--- config.mk ---
export PLATFORM = sky130hd
export DESIGN_NAME = multi_clock_divider
export DESIGN_NICKNAME = d
export VERILOG_FILES = /design/src/rtl/tmb_clk_pkg.sv /design/src/rtl/div_channel.sv /design/src/rtl/multi_clock_divider.sv
export SDC_FILE = /design/constraint.sdc
export NUM_CORES = 2
export LEC_CHECK = 0
export CAP_MARGIN = 20
export CORE_AREA = 2 2 326 328
export DETAILED_ROUTE_END_ITERATION = 8
export DIE_AREA = 0 0 328 330
export GPL_TIMING_DRIVEN = 0
export SLEW_MARGIN = 5
export SYNTH_ARGS = -nofsm -noshare
export SYNTH_HDL_FRONTEND = slang
export SYNTH_HIERARCHICAL = 1
export SYNTH_SLANG_ARGS = --single-unit
export TNS_END_PERCENT = 1
--- constraint.sdc ---
create_clock -name clk40 -period 6.4 [get_ports clk40]
set_input_delay 1.28 -clock clk40 [delete_from_list [all_inputs] [get_ports clk40]]
set_output_delay 1.28 -clock clk40 [all_outputs]
set_load 0.01 [all_outputs]
--- src/rtl/tmb_clk_pkg.sv ---
// Shared constants and helpers for the TMB emulator clock dividers.
package tmb_clk_pkg;

    // Channel output style selected by the per-channel mode bit
    localparam logic MODE_SQUARE = 1'b0;
    localparam logic MODE_STROBE = 1'b1;

    // Smallest divisor that still yields a distinguishable high and low phase
    localparam int MIN_DIV_DEF = 2;

    // Base clock frequency; LED and sync divisors are derived from it
    localparam int BASE_FREQ_HZ = 40_000_000;

    // Divisor that turns the base clock into the requested output frequency
    function automatic int hz_to_div(input int freq_hz);
        return BASE_FREQ_HZ / freq_hz;
    endfunction

    // Ceiling log2, never below 1 so a single-channel build still gets a select bit
    function automatic int clog2(input int value);
        int result;
        result = 1;
        for (int i = 0; i < 31; i++) begin
            if ((1 << i) < value) begin
                result = i + 1;
            end
        end
        return result;
    endfunction

endpackage

--- src/rtl/div_channel.sv ---
// One divider channel: period counter, active/pending divisor and output shaping.
module div_channel
    import tmb_clk_pkg::*;
#(
    parameter int               CNT_W   = 28,
    parameter logic [CNT_W-1:0] RST_DIV = CNT_W'(2)
) (
    input  logic             clk40,
    input  logic             reset,
    input  logic             i_en,
    input  logic             i_mode,
    input  logic             i_restart,
    input  logic             i_wr,
    input  logic [CNT_W-1:0] i_wr_val,
    output logic             o_clk_out,
    output logic             o_tick,
    output logic             o_pend
);

    logic [CNT_W-1:0] r_cnt;
    logic [CNT_W-1:0] r_div_act;
    logic [CNT_W-1:0] r_div_pend;
    logic             r_pend_vld;
    logic             r_clk_out;
    logic             r_tick;

    logic             w_wrap;
    logic [CNT_W-1:0] w_cnt_next;
    logic [CNT_W-1:0] w_half;

    // Last count of the period; divisors only change on this boundary
    assign w_wrap     = (r_cnt == (r_div_act - CNT_W'(1)));
    assign w_cnt_next = w_wrap ? '0 : (r_cnt + CNT_W'(1));
    assign w_half     = r_div_act >> 1;

    // Counter, divisor handover and registered outputs
    always_ff @(posedge clk40 or posedge reset) begin
        if (reset) begin
            r_cnt      <= '0;
            r_div_act  <= RST_DIV;
            r_div_pend <= RST_DIV;
            r_pend_vld <= 1'b0;
            r_clk_out  <= 1'b0;
            r_tick     <= 1'b0;
        end else begin
            if (i_restart || !i_en) begin
                // Park at phase 0; a held divisor can take effect right away
                r_cnt     <= '0;
                r_clk_out <= 1'b0;
                r_tick    <= 1'b0;
                if (r_pend_vld) begin
                    r_div_act  <= r_div_pend;
                    r_pend_vld <= 1'b0;
                end
            end else begin
                r_cnt     <= w_cnt_next;
                r_tick    <= w_wrap;
                r_clk_out <= (i_mode == MODE_STROBE) ? w_wrap : (w_cnt_next < w_half);
                if (w_wrap && r_pend_vld) begin
                    r_div_act  <= r_div_pend;
                    r_pend_vld <= 1'b0;
                end
            end
            // A write on the same edge wins over the clear above, so it waits for the next boundary
            if (i_wr) begin
                r_div_pend <= i_wr_val;
                r_pend_vld <= 1'b1;
            end
        end
    end

    assign o_clk_out = r_clk_out;
    assign o_tick    = r_tick;
    assign o_pend    = r_pend_vld;

endmodule

--- src/rtl/multi_clock_divider.sv ---
// Multi-channel programmable divider of clk40 for LED blink and slow sync ticks.
module multi_clock_divider
    import tmb_clk_pkg::*;
#(
    parameter int                   NCH     = 8,
    parameter int                   CNT_W   = 28,
    parameter logic [NCH*CNT_W-1:0] DEF_DIV = {NCH{CNT_W'(1_000_000)}},
    parameter int                   MIN_DIV = MIN_DIV_DEF,
    localparam int                  CH_W    = clog2(NCH)
) (
    input  logic             clk40,
    input  logic             reset,
    input  logic [NCH-1:0]   en,
    input  logic [NCH-1:0]   mode,
    input  logic             sync_restart,
    input  logic             div_wr,
    input  logic [CH_W-1:0]  div_ch,
    input  logic [CNT_W-1:0] div_val,
    output logic             div_ack,
    output logic [NCH-1:0]   div_pend,
    output logic [NCH-1:0]   clk_out,
    output logic [NCH-1:0]   tick
);

    localparam logic [CH_W:0]    NCH_LIM = (CH_W + 1)'(NCH);
    localparam logic [CNT_W-1:0] MIN_V   = CNT_W'(MIN_DIV);

    logic             w_wr_ok;
    logic [CNT_W-1:0] w_val_clamped;
    logic [NCH-1:0]   w_wr_ch;
    logic             r_ack;

    // Writes to channels that do not exist are dropped without an ack
    assign w_wr_ok       = div_wr && ({1'b0, div_ch} < NCH_LIM);
    assign w_val_clamped = (div_val < MIN_V) ? MIN_V : div_val;

    // Acknowledge every accepted write one edge later
    always_ff @(posedge clk40 or posedge reset) begin
        if (reset) begin
            r_ack <= 1'b0;
        end else begin
            r_ack <= w_wr_ok;
        end
    end

    assign div_ack = r_ack;

    generate
        for (genvar gi = 0; gi < NCH; gi++) begin : g_ch
            localparam logic [CNT_W-1:0] DEF_SLICE = DEF_DIV[gi*CNT_W +: CNT_W];
            localparam logic [CNT_W-1:0] RST_DIV   = (DEF_SLICE < MIN_V) ? MIN_V : DEF_SLICE;

            assign w_wr_ch[gi] = w_wr_ok && (div_ch == CH_W'(gi));

            div_channel #(
                .CNT_W   (CNT_W),
                .RST_DIV (RST_DIV)
            ) u_ch (
                .clk40     (clk40),
                .reset     (reset),
                .i_en      (en[gi]),
                .i_mode    (mode[gi]),
                .i_restart (sync_restart),
                .i_wr      (w_wr_ch[gi]),
                .i_wr_val  (w_val_clamped),
                .o_clk_out (clk_out[gi]),
                .o_tick    (tick[gi]),
                .o_pend    (div_pend[gi])
            );
        end
    endgenerate

endmodule

==> qor.csv <==
stage;metric;value;unit
critical_path;cp_top_family;simple AND/OR/NAND/NOR gates;
global_route;use_met2;0.461;
sta;period_needed;6.03;ns
clock_tree;cts_made_buffers;83;
clock_tree;cts_tree;yes;
critical_path;cp.arrival;6.61;ns
min_path;hp-class;flip-flop to flip-flop;
yosys;ys_seq_elements;697;
sta;setup_viol;0;
critical_path;startpoint_type;flip-flop;
sta;hold_ws;0.499;ns
yosys;synthArstFlopShare;1.00;
run;cap_violations;0;
sta;maxSlewHeadroom;0.231;
critical_path;crit_buf_inv;5;
yosys;synth.net_count;5920;
critical_path;slowest_delay;0.65;ns
clock_tree;cts_sinks;697;
cells_and_area;final_cells;7299;
pwr;p_per_area;229;nW/um2
pwr;max-vdd-ir-drop;196;uV
die;initial_core_util;0.478;
yosys;syn_inst;5645;
global_route;grt_max_degree;60;
cells_and_area;syn_to_final_growth;11.9;%
placement;port_buffers;75;
placement;dp.cells;7137;
yosys;ys_warn_count;6;
cells_and_area;multi_input_area;29300;um2
die;die_w;328;um
critical_path;critPathMaxFanout;10;
critical_path;crit_required;6.98;ns
clock_tree;cts.hold.buffers_added;0;
clock_tree;clock_latency;0.68;ns
critical_path;crit_type;flip-flop to flip-flop;
sta;worst_pin_slew;1.15;ns
global_route;grt_use_met1;0.427;
cells_and_area;nets;6108;
global_route;use_met3;0.0455;
drt;viasPerCell;6.29;
global_route;grt_usage;0.297;
sta;setup_slack;0.368;ns
sta;drv_slew;0;
run_status;run_status;complete, no violations;
drt;vias;45900;
global_route;grt_busiest_layer;met2;
global_route;grt_pass1_wl;255000;um
critical_path;critPathSlowestCell;nor4_1;
yosys;syn_area;50100;um2
critical_path;cp_cell_sequence;clkbuf_1, inv_1, ha_1, or4b_1, clkbuf_1, nor4_1, nand4_1, o311a_1, a22o_1, clkbuf_1, nor3_2, buf_2, nor2_1, ha_1, a21o_1, a21o_1, a221oi_1, o21ai_0, a21oi_1, nand3_1, a21oi_1;
drt;wl;164000;um
drt;dr.pass1.iters;7;
yosys;synth_edf_count;0;
yosys;synth_ff_type;dfrtp_1;
placement;gp_congestion;0.953;
clock_tree;htreeDepth;3;
critical_path;endpoint_kind;flip-flop;
die;core-area;105000;um2
yosys;ys_seq_area_frac;0.351;
clock_tree;clockBufferDepth;3;
clock_tree;cts_root_buffer;clkbuf_16;
drt;drcViolationCount;0;
cells_and_area;drive_above_1_share;0.128;
critical_path;cpMostUsedCell;clkbuf_1;
die;row_count;119;
sta;setup_tns;0;ns
drt;wl_per_cell;22.5;um
global_route;antenna_found_initial;9;
placement;preCtsSetupSlack;0.438;ns
sta;fin_skew;0.0171;ns
cells_and_area;n_fill_cell;9857;
clock_tree;clkTransAtPathRegs;0.07;ns
sta;max_freq;0.166;GHz
cells_and_area;regArea;17600;um2
sta;rsz0062_at_grt;no;
yosys;ys_types;82;
die;die_h;330;um
pwr;finalPower;0.0128;W
die;die_area;108000;um2
drt;drtIter0Drc;4622;
sta;finalCritPeriodShare;0.942;
sta;finalHoldViolCount;0;
placement;place_hpwl;122000;um
drt;ant_nets;0;
die;io-pin-count;76;
critical_path;r2r_setup_slack;0.37;ns
yosys;avgSynthCellArea;8.87;um2
pwr;p_leak;22.2;nW
global_route;first_global_vias;43600;
global_route;gr-total-overflow;0;
[sequential cells by signal (all words and copies together) (netlist names)]
name / count
g_ch.u_ch/r_cnt: 224
g_ch.u_ch/r_div_act: 224
g_ch.u_ch/r_div_pend: 224
g_ch.u_ch/o_clk_out: 8
g_ch.u_ch/o_pend: 8
g_ch.u_ch/o_tick: 8
div_ack: 1
[metrics by stage]
| step | utilization | cell area (um2) |
|---|---|---|
| floorplan | - | 50100 |
| global placement | 0.502 | 52500 |
| detailed placement | 0.507 | 53100 |
| CTS | 0.534 | 55900 |
| global route | 0.535 | 56000 |
| finish | 0.535 | 56000 |
[logic make-up (layout without fill, tap and decap cells)]
kind of cell	count (synthesis)	count (layout)	share of synthesized area
mux	261	261	0.0600
flops	697	697	0.351
buf+inv	769	1027	0.0640
other cells	0	5	0
xor+xnor	432	432	0.0756
fa+ha+maj	224	224	0.0560
simple gates	1957	1957	0.205
compound gates	1305	1305	0.188
[final timing paths]
path	end	cells after the start	startpoint
max in group asynchronous	g_ch[7].u_ch/r_div_pend[6]	4	reset
worst max-delay path	g_ch[7].u_ch/o_clk_out	21	g_ch[7].u_ch/r_div_act[1]
worst min-delay path	g_ch[2].u_ch/r_div_act[8]	1	g_ch[2].u_ch/r_div_pend[8]
worst max register to register	g_ch[7].u_ch/o_clk_out	21	g_ch[7].u_ch/r_div_act[1]
worst min register to register	g_ch[2].u_ch/r_div_act[8]	1	g_ch[2].u_ch/r_div_pend[8]
min in group asynchronous	g_ch[1].u_ch/r_cnt[23]	2	reset
[report_power, final]
group          switching, W  internal [W]  total [W]
clock network       0.00209       0.00290    0.00499
registers          0.000408       0.00500    0.00541
logic               0.00138       0.00103    0.00241
total               0.00388       0.00892     0.0128
[placed cells by master (no fill, tap or decap), drive strengths merged, types with 172 or more instances in the layout]
master / count
o311ai: 198
ha: 224
nor2: 414
mux2: 252
nor3: 332
o22ai: 217
a31oi: 233
nand2: 388
xor2: 172
o211ai: 226
inv: 267
clkbuf: 517
dfrtp: 585
xnor2: 260
[cell usage after synthesis (20+ instances only)]
cell,n,area (um2)
dfstp_2,112,2940
and4_1,60,526
o211ai_1,226,1700
nor2b_1,26,163
a21o_1,31,233
buf_2,63,315
nor2_1,414,1550
ha_1,224,2800
xor2_1,172,1510
o21ai_0,91,455
o22ai_1,217,1360
and3_1,85,532
nand2b_1,25,156
or4_1,33,248
clkbuf_1,406,1520
dfrtp_1,585,14600
a31oi_1,233,1460
nand4_1,150,938
or3_1,61,382
mux2_2,232,2610
o311ai_1,170,1490
buf_6,30,338
nand3_1,120,601
inv_1,260,976
mux2_4,20,300
or2_2,28,175
xnor2_1,260,2280
and2_1,43,269
nor4_1,98,613
a211oi_1,31,233
nor3_1,325,1630
o31ai_1,23,173
nand2_1,388,1460
a21oi_1,102,510
o311ai_0,28,245
[timing repair]
| item | CTS | global route |
|---|---|---|
| gates resized for setup | 0 | 6 |
| setup endpoints to repair | 0 | 5 |
| buffers inserted | 0 | 0 |
[routing by layer]
metal	routed length, um	up-vias
met5	13	-
met4	5110	2
met3	11500	282
met2	73300	1724
met1	74300	22400
li1	-	21500
[area by class of cell]
| class | count | area share |
|---|---|---|
| Multi-Input combinational cell | 4179 | 0.523 |
| Buffer | 509 | 0.0399 |
| Antenna cell | 5 | 0.000223 |
| Clock buffer | 110 | 0.0418 |
| Sequential cell | 697 | 0.314 |
| Inverter | 260 | 0.0178 |
| Timing Repair Buffer | 103 | 0.0226 |
| Clock inverter | 45 | 0.00943 |
| Tap cell | 1391 | 0.0311 |
Power figures use the tool's default switching activity.
